### config.mk
export PLATFORM = sky130hd
export DESIGN_NAME = plab4_net_sd_scheduler
export DESIGN_NICKNAME = d
export VERILOG_FILES = /design/src/rtl/plab4_net_sd_pkg.sv /design/src/rtl/plab4_net_sd_epoch_ctr.sv /design/src/rtl/plab4_net_sd_scheduler.sv
export SDC_FILE = /design/constraint.sdc
export NUM_CORES = 1
export LEC_CHECK = 0
export CAP_MARGIN = 5
export CORE_ASPECT_RATIO = 0.9
export CORE_MARGIN = 2
export CORE_UTILIZATION = 25
export DETAILED_ROUTE_END_ITERATION = 12
export PLACE_DENSITY = 0.55
export SLEW_MARGIN = 20
export SYNTH_ARGS = -nofsm -noshare
export SYNTH_HDL_FRONTEND = slang
export SYNTH_SLANG_ARGS = --single-unit
### constraint.sdc
create_clock -name clk -period 2.19 [get_ports clk]
set_input_delay 0.219 -clock clk [delete_from_list [all_inputs] [get_ports clk]]
set_output_delay 0.219 -clock clk [all_outputs]
set_load 0.02 [all_outputs]
### src/rtl/plab4_net_sd_pkg.sv
// rtl/plab4_net_sd_pkg.sv - shared types and constants for the security-domain scheduler
package plab4_net_sd_pkg;

  // ACTIVE lets the current domain inject; DEAD blocks injection while the ring drains
  typedef enum logic {
    SD_ACTIVE = 1'b0,
    SD_DEAD   = 1'b1
  } sd_state_e;

  // Security domain identifier carried by terminals and routers
  typedef logic sd_t;

  localparam int unsigned SD_DEF_CNT_NBITS   = 8;
  localparam int unsigned SD_DEF_EPOCH_LEN_0 = 16;
  localparam int unsigned SD_DEF_EPOCH_LEN_1 = 16;
  localparam int unsigned SD_DEF_DEAD_CYCLES = 4;

  // A zero-length epoch would never end, so it is treated as one cycle
  function automatic int unsigned sd_clamp_len(input int unsigned len);
    return (len == 0) ? 1 : len;
  endfunction

endpackage

### src/rtl/plab4_net_sd_epoch_ctr.sv
// rtl/plab4_net_sd_epoch_ctr.sv - loadable down-counter with terminal-count flag
module plab4_net_sd_epoch_ctr #(
  parameter int unsigned                p_cnt_nbits = 8,
  parameter logic [p_cnt_nbits-1:0]     p_rst_val   = '0
) (
  input  logic                   clk,
  input  logic                   reset,
  input  logic                   load_i,
  input  logic [p_cnt_nbits-1:0] load_val_i,
  output logic [p_cnt_nbits-1:0] cnt_o,
  output logic                   tc_o
);

  logic [p_cnt_nbits-1:0] cnt_q;

  // Load takes priority; otherwise count down and park at zero
  always_ff @(posedge clk) begin
    if (reset) begin
      cnt_q <= p_rst_val;
    end else if (load_i) begin
      cnt_q <= load_val_i;
    end else if (cnt_q != '0) begin
      cnt_q <= cnt_q - 1'b1;
    end
  end

  assign cnt_o = cnt_q;
  assign tc_o  = (cnt_q == '0);

endmodule

### src/rtl/plab4_net_sd_scheduler.sv
// rtl/plab4_net_sd_scheduler.sv - time-division domain scheduler for the ring; PLAB4_NET_SD_SCHED_CFG_EN adds runtime epoch lengths
module plab4_net_sd_scheduler
  import plab4_net_sd_pkg::*;
#(
  parameter int unsigned p_cnt_nbits   = SD_DEF_CNT_NBITS,
  parameter int unsigned p_epoch_len_0 = SD_DEF_EPOCH_LEN_0,
  parameter int unsigned p_epoch_len_1 = SD_DEF_EPOCH_LEN_1,
  parameter int unsigned p_dead_cycles = SD_DEF_DEAD_CYCLES
) (
  input  logic                   clk,
  input  logic                   reset,
`ifdef PLAB4_NET_SD_SCHED_CFG_EN
  input  logic                   cfg_val,
  input  sd_t                    cfg_sd,
  input  logic [p_cnt_nbits-1:0] cfg_len,
  output logic                   cfg_rdy,
`endif
  input  logic [3:0]             in_sd,
  output logic                   cur_sd,
  output logic [3:0]             inj_allow,
  output logic                   phase,
  output logic                   epoch_start
);

  localparam logic [p_cnt_nbits-1:0] LEN0_RAW  = p_cnt_nbits'(p_epoch_len_0);
  localparam logic [p_cnt_nbits-1:0] LEN1_RAW  = p_cnt_nbits'(p_epoch_len_1);
  localparam logic [p_cnt_nbits-1:0] LEN0      = p_cnt_nbits'(sd_clamp_len(p_epoch_len_0));
  localparam logic [p_cnt_nbits-1:0] LEN0_LAST = LEN0 - 1'b1;
  localparam logic [p_cnt_nbits-1:0] DEAD_LAST =
    p_cnt_nbits'((p_dead_cycles > 0) ? (p_dead_cycles - 1) : 0);

  sd_state_e              state_q;
  logic                   cur_sd_q;
  logic [p_cnt_nbits-1:0] len_q;
  logic                   phase_q;
  logic                   epoch_start_q;

  logic [p_cnt_nbits-1:0] raw_len_next;
  logic [p_cnt_nbits-1:0] len_next;
  logic                   ctr_load;
  logic [p_cnt_nbits-1:0] ctr_val;
  logic [p_cnt_nbits-1:0] ctr_cnt;
  logic                   ctr_tc;

`ifdef PLAB4_NET_SD_SCHED_CFG_EN
  logic [p_cnt_nbits-1:0] shadow0_q;
  logic [p_cnt_nbits-1:0] shadow1_q;

  assign cfg_rdy = 1'b1;

  // Shadow lengths accept writes at any time; they only matter at the next entry of their domain
  always_ff @(posedge clk) begin
    if (reset) begin
      shadow0_q <= LEN0_RAW;
      shadow1_q <= LEN1_RAW;
    end else if (cfg_val && cfg_rdy) begin
      if (cfg_sd) shadow1_q <= cfg_len;
      else        shadow0_q <= cfg_len;
    end
  end

  // The next epoch belongs to the other domain; pre-edge shadow value is used
  assign raw_len_next = cur_sd_q ? shadow0_q : shadow1_q;
`else
  // The next epoch belongs to the other domain
  assign raw_len_next = cur_sd_q ? LEN0_RAW : LEN1_RAW;
`endif

  assign len_next = (raw_len_next == '0) ? {{(p_cnt_nbits-1){1'b0}}, 1'b1} : raw_len_next;

  // Reload the shared counter for the dead window or for the next epoch at each phase end
  always_comb begin
    ctr_load = 1'b0;
    ctr_val  = len_next - 1'b1;
    if (ctr_tc) begin
      ctr_load = 1'b1;
      if ((state_q == SD_ACTIVE) && (p_dead_cycles > 0)) ctr_val = DEAD_LAST;
      else                                                ctr_val = len_next - 1'b1;
    end
  end

  plab4_net_sd_epoch_ctr #(
    .p_cnt_nbits (p_cnt_nbits),
    .p_rst_val   (LEN0_LAST)
  ) epoch_ctr (
    .clk        (clk),
    .reset      (reset),
    .load_i     (ctr_load),
    .load_val_i (ctr_val),
    .cnt_o      (ctr_cnt),
    .tc_o       (ctr_tc)
  );

  // Phase sequencing; the domain flips only when entering ACTIVE, never on leaving it
  always_ff @(posedge clk) begin
    if (reset) begin
      state_q       <= SD_ACTIVE;
      cur_sd_q      <= 1'b0;
      len_q         <= LEN0;
      phase_q       <= 1'b0;
      epoch_start_q <= 1'b1;
    end else begin
      epoch_start_q <= 1'b0;
      if (ctr_tc) begin
        if ((state_q == SD_ACTIVE) && (p_dead_cycles > 0)) begin
          state_q <= SD_DEAD;
          phase_q <= 1'b1;
        end else begin
          state_q       <= SD_ACTIVE;
          phase_q       <= 1'b0;
          cur_sd_q      <= ~cur_sd_q;
          len_q         <= len_next;
          epoch_start_q <= 1'b1;
        end
      end
    end
  end

  // The remaining count in an epoch always stays below the latched length
  assert property (@(posedge clk) disable iff (reset)
    (state_q == SD_ACTIVE) |-> (ctr_cnt < len_q));

  assign cur_sd      = cur_sd_q;
  assign phase       = phase_q;
  assign epoch_start = epoch_start_q;
  assign inj_allow   = (state_q == SD_ACTIVE) ? ~(in_sd ^ {4{cur_sd_q}}) : 4'b0000;

endmodule

# Word level (Yosys, flattened, before mapping)
# Index checks and enable logic that the tools add are counted.
[word_totals] reg_bits=11 input_bits=6
[classes] n_addsub=1 n_mux=9 bitwise=3 reduce_logical=4
[op_table] op="8-bit 2-to-1 mux" count=2
[op_table] op="4-bit 2-to-1 mux" count=3
[op_table] op="8-bit logical NOT" count=1
[op_table] op="8-bit nonzero test" count=1
[op_table] op="8-bit by 1-bit subtractor with 8-bit output (second input constant)" count=1
[op_table] op="1-bit 2-to-1 mux" count=4
[op_table] op="4-bit inverter" count=1
[op_table] op="4-bit XOR" count=1
[op_table] op="2-bit AND reduction" count=1
[op_table] op="2-bit nonzero test" count=1
[op_table] op="1-bit inverter" count=1

# Logic depth before layout (Yosys ltp)
[depth] depth_word=3 mapped_depth=6 mapped_depth_nobuf=5

# Cells and area by module
# From an unflattened synthesis, not the netlist that was laid out.
[hier_totals] cells_unflattened=74 hier_area_um2=638.1
[modules_own_cells] mod="plab4_net_sd_epoch_ctr" n_inst=1 cells_each=52 area_per_inst_um2=445.4 seq_area_each_um2=160.2
[modules_own_cells] mod="plab4_net_sd_scheduler" n_inst=1 cells_each=22 area_per_inst_um2=192.7 seq_area_each_um2=60.1

# Least setup slack after synthesis
# OpenSTA, ideal clock, no wires.
[synth_path] path_kind="reg-to-reg" start="register epoch_ctr.cnt_q[0] (netlist: epoch_ctr.cnt_o[0])" end="register epoch_ctr.cnt_q[3] (netlist: epoch_ctr.cnt_o[3])" t_arrival_ps=1546 t_required_ps=2076 setup_slack_ps=530 path_stages_with_launch=7 path_buffers=1 path_cell_list="dfxtp_1 -> inv_1 -> ha_1 -> or3b_1 -> buf_2 -> or3_4 -> a21o_1"
[synth_between] elab_chain_cells=3 elab_cells_between_ends=8
[synth_lines] element="from (decl)" line_no="plab4_net_sd_epoch_ctr.sv:14" source="logic [p_cnt_nbits-1:0] cnt_q;"
[synth_lines] element="from (signal assigned)" line_no="plab4_net_sd_epoch_ctr.sv:19" source="cnt_q <= p_rst_val;"
[synth_lines] element="from (signal assigned)" line_no="plab4_net_sd_epoch_ctr.sv:21" source="cnt_q <= load_val_i;"
[synth_lines] element="from (signal assigned)" line_no="plab4_net_sd_epoch_ctr.sv:23" source="cnt_q <= cnt_q - 1'b1;"
[synth_lines] element="8-bit by 1-bit subtractor with 8-bit output / 8-bit logical NOT (equally long branches)" line_no="plab4_net_sd_epoch_ctr.sv:23, plab4_net_sd_epoch_ctr.sv:28"
[synth_lines] element="8-bit 2-to-1 mux, or another cell as far along" line_no="plab4_net_sd_epoch_ctr.sv:22" source="end else if (cnt_q != '0) begin"
[synth_lines] element="8-bit 2-to-1 mux / 2-bit nonzero test (equally long branches)"
# Several ways; a longest one is shown, not always the timed one. The select of a mux whose other input is x is not followed.
# A chain may end at the register's enable or synchronous reset.

# Worst setup path in the final report
[layout_path] start="register cur_sd_q (netlist: cur_sd)" end="output port inj_allow[0]"
[layout_between] elab_chain_cells=3
[layout_lines] element="from (decl)" line_no="plab4_net_sd_scheduler.sv:33" source="logic cur_sd_q;"
[layout_lines] element="from (signal assigned)" line_no="plab4_net_sd_scheduler.sv:111" source="cur_sd_q <= ~cur_sd_q;"
[layout_lines] element="4-bit XOR" line_no="plab4_net_sd_scheduler.sv:126" source="assign inj_allow = (state_q == SD_ACTIVE) ? ~(in_sd ^ {4{cur_sd_q}}) : 4'b0000;"
[layout_lines] element="4-bit inverter" line_no="plab4_net_sd_scheduler.sv:126"
[layout_lines] element="4-bit 2-to-1 mux" line_no="plab4_net_sd_scheduler.sv:126"
[layout_lines] element="to (decl)" line_no="plab4_net_sd_scheduler.sv:20" source="output logic [3:0] inj_allow,"
# Every way passes these cells.

==> impl_metrics.yaml <==
floorplanning:
  dieArea_um2: 2616
  initial_core_util_pct: 25.93
  io_pins: 13
  row_count: 16
  die_w_um: 53.69
  die_h_um: 48.72
  core_area_um2: 2142
timing:
  relSlewSlack_pct: 64.53
  rsz0062_at_grt: "no"
  max_freq_mhz: 554.8
  tightestPinTransition_ns: 0.5272
  final_max_slew_viol_count: 0
  fin_crit_ns: 1.803
  finalHoldViolCount: 0
  fin_crit_sh_pct: 82.31
  fin_setup_tns_ns: 0
  fin_worst_skew_ns: 0.002738
  setup_violations: 0
worst_setup_path:
  cp_num_buf_inv: 1
  critPathKind: "reg -> out"
  path_cells: "xor2_1 > nor2_1 > clkdlybuf4s50_1"
  cp_slowest_cell: "clkdlybuf4s50_1"
  cp-end-kind: "primary output"
  crit_arrival_ns: 1.58
  timing.critical_path.fanout_max: 7
  cp_top_family: "buffers and inverters"
  crit_path_max_incr_delay_ns: 0.61
  worst_ep_required_time_ns: 1.97
  cp-start-kind: "flop"
routing:
  route.detailed.drc: 0
  met1_length_um: 605
  drt-initial-drc-count: 7
  met3RoutedLength_um: 44
  dr.pass1.iters: 5
  wl_um: 1158
  wl_per_cell_um: 11.58
  ant_nets: 0
  highest_layer: "met4"
  vias_per_cell: 4.580
  wl_met2_um: 501
  vias: 458
finish:
  post-route-util_pct: 33.24
  layout-drive-gt1-share_pct: 9.589
  antenna_cells: 0
  area_growth_pct: 28.15
  multi_input_area_um2: 304.0
  fin_nets: 81
  register_area_um2: 220.2
  final_area_um2: 711.9
  fillers: 219
cts:
  clkSlewWorstSetupHoldPaths_ns: 0.07
  cts_tree: "yes"
  post_cts_buffers: 0
  clk-insertion-delay-late_ns: 0.27
  root_buffer: "clkbuf_4"
  h-tree-depth: 1
  cts_hold_buf: 0
  cts_buffers: 3
  cts_resized: 0
  cts.path.max_buffers: 2
  cts.sinks: 11
logic_synthesis:
  netlist.top_cell.by_area: "dfxtp_1"
  synth_area_um2: 555.5
  synth_seq_cells: 11
  async_reset_ff_share_pct: 0
  synth.area.top_cells: "dfxtp_1 40%, xor2_1 7.9%, a21oi_1 4.5%"
  netlist_top_cells_count: "11 x dfxtp_1, 6 x nor2_1, 5 x a21oi_1, 5 x xor2_1"
  ys_seq_area_share_pct: 39.64
  postSynthAreaPerCell_um2: 9.107
  netlist_instances: 61
  yosys_warnings: 0
  yosysMostFrequentCell: "dfxtp_1"
  synth.distinct_cells: 30
  synth-main-ff-cell: "dfxtp_1"
  synth_nets: 68
  netlist.area_leader.share_pct: 39.64
  synth_edf_count: 0
global_routing:
  antenna_found_initial: 0
  grt-ovfl-total: 0
  grt_pass1_wl_um: 1697
  grt_pass1_vias: 368
  grt_usage_pct: 8.900
  grt_max_degree: 13
power_and_ir_drop:
  irDropWorstVdd_uv: 259.8
  p_leak_uw: 0.0002705
  power_uw: 391.6
  p_per_area_nw_per_um2: 550.1
place:
  gp_congestion: 0.7699
  numPortBuffers: 12
  dp_hpwl_um: 854.5
  placed_cell_area_um2: 685.7
outcome:
  status: "completed"
flow_run:
  max_cap_viol_count: 0
min_path:
  hold_path_class: "reg -> reg"
==> per-layer routing <==
metal,GRT usage [%],up-vias
met3,4.630,2
li1,-,244
met5,0,-
met1,13.12,208
met4,2.564,0
met2,10.98,4
==> path summary, 6_finish.rpt <==
| check | from | endpoint | slack, ns | cells past startpoint |
|---|---|---|---|---|
| max | cur_sd | inj_allow[0] | 0.39 | 3 |
| min | epoch_ctr.cnt_o[7] | epoch_ctr.cnt_o[7] | 0.51 | 2 |
| max reg2reg | epoch_ctr.cnt_o[0] | epoch_ctr.cnt_o[3] | 0.42 | 5 |
| min reg2reg | epoch_ctr.cnt_o[7] | epoch_ctr.cnt_o[7] | 0.51 | 2 |
==> layout make-up <==
cell class / instances / share of cell area [%]
Multi-Input combinational cell: 44 / 42.71
Sequential cell: 11 / 30.93
Timing Repair Buffer: 12 / 16.87
Tap cell: 27 / 4.745
Clock buffer: 4 / 3.691
Inverter: 2 / 1.054
==> kinds of logic (layout without fill, tap and decap cells) <==
family	count (synthesis)	after routing	synth area share, %
AOI/OAI and AO/OA	15	15	17.57
xor gates and xnor gates	5	5	7.883
adders and majority gates	1	1	2.252
buffers and inverters	6	18	5.631
DFF	11	11	39.64
muxes	1	1	2.027
and+or+nand+nor	22	22	25.00
==> cell usage in the layout (no fill, tap or decap) <==
| cell | instances |
|---|---|
| clkdlybuf4s50_1 | 12 |
| dfxtp_1 | 11 |
| nor2_1 | 6 |
| xor2_1 | 5 |
| a21oi_1 | 5 |
| clkbuf_4 | 3 |
| inv_1 | 2 |
| nor4_1 | 2 |
| o211ai_1 | 2 |
| o21ai_0 | 2 |
| o31ai_1 | 2 |
| a21o_1 | 2 |
| nand4b_1 | 2 |
| or3b_1 | 1 |
| or4_4 | 1 |
| or4_1 | 1 |
| or3_1 | 1 |
| nand2_1 | 1 |
| or3_4 | 1 |
| nand2b_1 | 1 |
| nor3_1 | 1 |
| o41ai_1 | 1 |
| nor2b_1 | 1 |
| nor3b_1 | 1 |
| and3_1 | 1 |
| mux2_2 | 1 |
| or2_2 | 1 |
| a211o_1 | 1 |
| ha_1 | 1 |
| clkbuf_1 | 1 |
==> through the flow <==
step	std cells	setup slack, ns	hold slack [ns]
after floorplan	61	0.5303	0.4410
after global routing	100	0.3033	0.5437
after CTS	100	0.3740	0.5123
after detailed placement	96	0.4468	0.5071
final	100	0.3875	0.5134
after global placement	96	0.4909	0.4992
==> power breakdown <==
part,internal [µW],leakage (µW),switching [µW],total (µW)
sequential,206,0.0000897,5.44,211
clock,70.6,0.0000150,66.7,137
combinational,23.9,0.000166,19.3,43.2
total,300,0.000271,91.4,392
==> state kept, by name (all words and copies together) (netlist names) <==
name / count
cur_sd: 1
epoch_ctr.cnt_o: 8
phase: 1
epoch_start: 1
==> worst reg2reg max path, cell delays in order (launching register included) <==
cell and delay, ns:
dfxtp_1 0.33, inv_1 0.08, ha_1 0.19, or3b_1 0.48, or3_4 0.42, a21o_1 0.16
Power figures use the tool's default switching activity.
==> RTL change 1 (same settings) <==
Register the output `inj_allow`; this adds one clock of latency there. The other outputs are not delayed to match.
--- a/src/rtl/plab4_net_sd_scheduler.sv
+++ b/src/rtl/plab4_net_sd_scheduler.sv
@@ -124,5 +124,7 @@
   assign phase       = phase_q;
   assign epoch_start = epoch_start_q;
-  assign inj_allow   = (state_q == SD_ACTIVE) ? ~(in_sd ^ {4{cur_sd_q}}) : 4'b0000;
+  always_ff @(posedge clk) begin
+    inj_allow <= (state_q == SD_ACTIVE) ? ~(in_sd ^ {4{cur_sd_q}}) : 4'b0000;
+  end
 
 endmodule
Function: changed (Yosys sat finds a counterexample within 4 cycles, from zero or initial values and one cycle with reset high).
==> RTL change 1 against the unedited design <==
Design area rose by 12%; utilization fell by 0.32 points; sequential cell count rose by 4; area after synthesis rose by 14%; routed wire length rose by 9.9%; highest routed layer unchanged; combinational power rose by 4%; clock skew rose by 0.0027 ns; setup slack got worse by 0.098 ns; critical path type is now reg2reg; via count rose by 15%; cell count rose by 5.0%; fmax fell by 5.2%; power rose by 27%.
==> RTL change 1: results (changes against the unedited design) <==
| Metric | Value |
|---|---|
| Post-synthesis sequential area ratio | 0.474 (+0.0779) |
| First-pass GRT wire length | 2.17 mm (+28%) |
| Data arrival, critical path | 2.08 ns (+0.50 ns) |
| NumNets Final | 85 (+4.9%) |
| Distinct cells, synth | 29 (-3.3%) |
| Clock latency on the worst-skew pair | 0.28 ns |
| Number of global-route vias before repair | 482 (+31%) |
| DPL Wire Length | 854 um (about the same) |
| DR iter-0 viols | 23 (+16) |
| H-tree level count | 1 (unchanged) |
| Synthesized Nets | 72 (+5.9%) |
| Slowest-stage cell, CP | or4_1 |
| # diodes | 0 (unchanged) |
| Via-to-Cell Ratio | 5.00 (+9.2%) |
| Post-DRT Antenna Nets | 0 (unchanged) |
| # Post-CTS Setup Buffers | 0 (unchanged) |
| CTS root buffer | clkbuf_4 |
| Critical path peak fanout | 8 (+1) |
| Synth warn | 0 (unchanged) |
| WL final | 1.27 mm (+9.9%) |
| VDD IR max | 0.416 mV (+60%) |
| Share of layout cells above drive strength 1 | 0.0649 (-0.0310) |
| Remaining global-route overflow | 0 (unchanged) |
| GPL Wtd Cong | 0.766 (-0.56%) |
| Measured slew at the worst slew-check pin | 0.387 ns (-0.141 ns) |
| Status | finished, final reports clean |
| Synth cell count leaders | 15 x dfxtp_1, 6 x nor2_1, 5 x xor2_1 |
| Max reg flops | 8 (unchanged) |
| Initial antenna violation count | 0 (unchanged) |
| DRT Pass-1 Iters | 5 (unchanged) |
| Port buffer count | 12 (unchanged) |
| Largest net degree at the start of global routing | 12 (-1) |
| P_leak | 0.300 nW (+11%) |
| CTS resizes | 0 (unchanged) |
| Worst-path clk slew | 0.09 ns (+0.02 ns) |
| Cell family with most CP delay | simple AND/OR/NAND/NOR gates |
| Max stage delay on crit path | 0.69 ns (+0.08 ns) |
| Worst Hold Class | reg2reg |
| Fin Clk Skew | 0.00544 ns (+0.00270 ns) |
| Area post-placement | 772 sq um (+13%) |
| Cts bufs inserted | 3 (unchanged) |
| Area contributors post-synth | dfxtp_1 47%, xor2_1 6.9%, nor2_1 3.6% |
| Synth async-reset ratio | 0 (unchanged) |
| Max clock buf depth | 2 (unchanged) |
| Gr usage total | 0.0958 (+0.00682) |
| Top FF cell, synth | dfxtp_1 |
## RTL change 1: worst register-to-register path, delay by kind of cell (launching register included)
kind            cells  cell delay (ns)
simple gates        2             1.24
flops               1             0.36
compound gates      1             0.20
## RTL change 1: final timing paths
kind | end | slack, ns | startpoint | cells past startpoint
worst max-delay path | epoch_ctr.cnt_o[3]$_SDFF_PP1_ | 0.29 | epoch_ctr.cnt_o[5]$_SDFF_PP0_ | 3
worst min-delay path | epoch_ctr.cnt_o[0]$_SDFF_PP1_ | 0.44 | epoch_ctr.cnt_o[0]$_SDFF_PP1_ | 1
worst max register to register | epoch_ctr.cnt_o[3]$_SDFF_PP1_ | 0.29 | epoch_ctr.cnt_o[5]$_SDFF_PP0_ | 3
worst min register to register | epoch_ctr.cnt_o[0]$_SDFF_PP1_ | 0.44 | epoch_ctr.cnt_o[0]$_SDFF_PP1_ | 1
## RTL change 1: cell families after synthesis
kind of cell,synth area share
compound gates,0.176
xor+xnor,0.0830
fa+ha+maj,0.0198
buf+inv,0.0435
flops,0.474
mux,0.0178
simple gates,0.186
## RTL change 1: power breakdown
group          switching (mW)  internal, mW  total (mW)
combinational          0.0207        0.0241      0.0448
sequential            0.00528         0.282       0.288
clock                  0.0924        0.0707       0.163
total                   0.118         0.377       0.496
## RTL change 1: area by class of cell
class | instances | area [sq um]
Timing Repair Buffer | 12 | 120
Fill cell | 252 | 1630
Inverter | 3 | 11.3
Tap cell | 28 | 35.0
Clock buffer | 4 | 26.3
Multi-Input combinational cell | 43 | 305
Sequential cell | 15 | 300
## RTL change 1: through the flow
step	cells	setup WS (ns)	util	total power, mW
6_report	105	0.289	0.329	0.496
3_5_place_dp	101	0.318	0.318	0.339
5_1_grt	105	0.253	0.329	0.518
2_1_floorplan	65	0.417	-	0.316
4_1_cts	105	0.308	0.329	0.502
3_3_place_gp	101	0.344	0.318	0.339
## RTL change 1: metal layers
metal / share of wire / global-route usage / up-vias
met4: 0.0079 / 0.0310 / 0
met1: 0.46 / 0.119 / 243
li1: - / - / 259
met3: 0.097 / 0.0522 / 2
met5: 0 / 0 / -
met2: 0.43 / 0.142 / 21
==> RTL change 2 (same flow settings) <==
Without the edit above. Change the package constant `SD_DEF_CNT_NBITS` from 8 to 10.
--- a/src/rtl/plab4_net_sd_pkg.sv
+++ b/src/rtl/plab4_net_sd_pkg.sv
@@ -11,5 +11,5 @@
   typedef logic sd_t;
 
-  localparam int unsigned SD_DEF_CNT_NBITS   = 8;
+  localparam int unsigned SD_DEF_CNT_NBITS   = 10;
   localparam int unsigned SD_DEF_EPOCH_LEN_0 = 16;
   localparam int unsigned SD_DEF_EPOCH_LEN_1 = 16;
Behaviour: no difference found for any inputs over 10 cycles, from zero or initial values and one cycle with reset high; that may be too few to reach the edited logic, so the function may still have changed.
==> RTL change 2 against the unedited design <==
Non-clock buffer count is 1 higher; sequential share of layout area is 2.9 points lower; global-route usage is 2.1 points higher; design area is 30% higher; area after synthesis is 35% higher; setup slack worse by 0.058 ns; routed wire length is 37% higher; count of clock-buffer cells in the layout stayed put; critical path depth is 2 higher; power is 17% higher; sequential cell count is 2 higher; critical path type is now reg2reg.
==> RTL change 2: results (changes against the unedited design) <==
| Metric | Value |
|---|---|
| Status | finished, final reports clean |
| Synthesized Nets | 89 (+31%) |
| Worst-path clk slew | 0.08 ns |
| Measured slew at the worst slew-check pin | 0.421 ns (-0.107 ns) |
| # Post-CTS Setup Buffers | 0 (unchanged) |
| First-pass GRT wire length | 2.79 mm (+64%) |
| Post-synthesis sequential area ratio | 0.347 (-0.0492) |
| Met1 wire length | 796 um (+32%) |
| Distinct cells, synth | 35 (+17%) |
| Gr usage total | 0.110 (+0.0212) |
| DP Cell Count | 129 (+34%) |
| Number of global-route vias before repair | 601 (+63%) |
| Worst hold margin | 0.425 ns (-0.0882 ns) |
| WL met3 | 62 um (+41%) |
| Min-delay src | epoch_ctr.cnt_o[0]$_SDFF_PP1_ |
| DRT Pass-1 Iters | 4 (-1) |
| Min-Delay Path Depth | 1 (-1) |
| Routed len/inst | 11.9 um (+3.0%) |
| Synth cell count leaders | 13 x dfxtp_1, 10 x nor2_1, 4 x clkbuf_1, 4 x xor2_1 |
| Met2 wire len | 708 um (+41%) |
| Slack of the worst reg-to-reg path | 0.33 ns (-0.09 ns) |
| Layout fillers | 293 (+34%) |
| Critical path peak fanout | 8 (+1) |
| Max reg flops | 10 (+2) |
| P_leak | 0.362 nW (+34%) |
| CTS resizes | 0 (unchanged) |
| Fin Clk Skew | 0.00157 ns (-0.00117 ns) |
| DPL Wire Length | 1.16 mm (+35%) |
| Mapped Cells | 81 (+33%) |
| WL final | 1.59 mm (+37%) |
| Area post-placement | 901 sq um (+31%) |
| NumNets Final | 102 (+26%) |
| Worst Hold End | epoch_ctr.cnt_o[0]$_SDFF_PP1_ |
| Share of layout cells above drive strength 1 | 0.161 (+0.0654) |
| Area contributors post-synth | dfxtp_1 35%, nor2_1 5.0%, xor2_1 4.7% |
| Via-to-Cell Ratio | 4.65 (+1.6%) |
| Worst R2R End | cur_sd$_SDFFE_PP0P_ |
| DR iter-0 viols | 10 (+3) |
| VDD IR max | 0.226 mV (-13%) |
| GPL Wtd Cong | 0.693 (-10%) |
| Data arrival, critical path | 2.05 ns (+0.47 ns) |
| Met3 Use GR | 0.0488 (+0.00254) |
| GRT met2 Usage | 0.152 (+0.0421) |
| Worst Hold Class | reg2reg |
RTL change 2: cell families (layout without fill, tap and decap cells):
logic type      count (synthesis)  in the layout  synth area share
xor+xnor                        5              5            0.0584
buf+inv                         8             20            0.0501
flops                          13             13             0.347
mux                             3              3            0.0434
simple gates                   38             38             0.337
compound gates                 12             12             0.130
fa+ha+maj                       2              2            0.0334
RTL change 2: power by group:
group          leakage, nW  total, mW  switching [mW]  internal, mW
combinational        0.241     0.0542          0.0259        0.0284
clock               0.0150      0.157          0.0861        0.0710
sequential           0.106      0.247         0.00465         0.242
RTL change 2: critical path, cell delays in order, from the launching register on:
cell and delay [ns]:
dfxtp_1 0.33, inv_1 0.08, ha_1 0.16, or4b_4 0.54
nor4_4 0.29, mux2_2 0.35
RTL change 2: how the worst max path moves through the flow:
stage                                              from  depth (start not counted)  slack (ns)             endpoint
after floorplan           epoch_ctr.cnt_o[0]$_SDFF_PP1_                          6        0.36  cur_sd$_SDFFE_PP0P_
after global placement    epoch_ctr.cnt_o[0]$_SDFF_PP1_                          5        0.37  cur_sd$_SDFFE_PP0P_
after detailed placement  epoch_ctr.cnt_o[0]$_SDFF_PP1_                          5        0.33  cur_sd$_SDFFE_PP0P_
after CTS                 epoch_ctr.cnt_o[0]$_SDFF_PP1_                          5        0.32  cur_sd$_SDFFE_PP0P_
after global routing      epoch_ctr.cnt_o[0]$_SDFF_PP1_                          5        0.19  cur_sd$_SDFFE_PP0P_
final                     epoch_ctr.cnt_o[0]$_SDFF_PP1_                          5        0.33  cur_sd$_SDFFE_PP0P_
RTL change 2: cell type report:
type                    instances  area [sq um]  share of cell area
clock buffers                   4          26.3              0.0283
inverters                       3          11.3              0.0121
multi-input cells              60           452               0.487
flip-flops and latches         13           260               0.281
well taps                      40          50.0              0.0540
repair buffers                 13           128               0.138
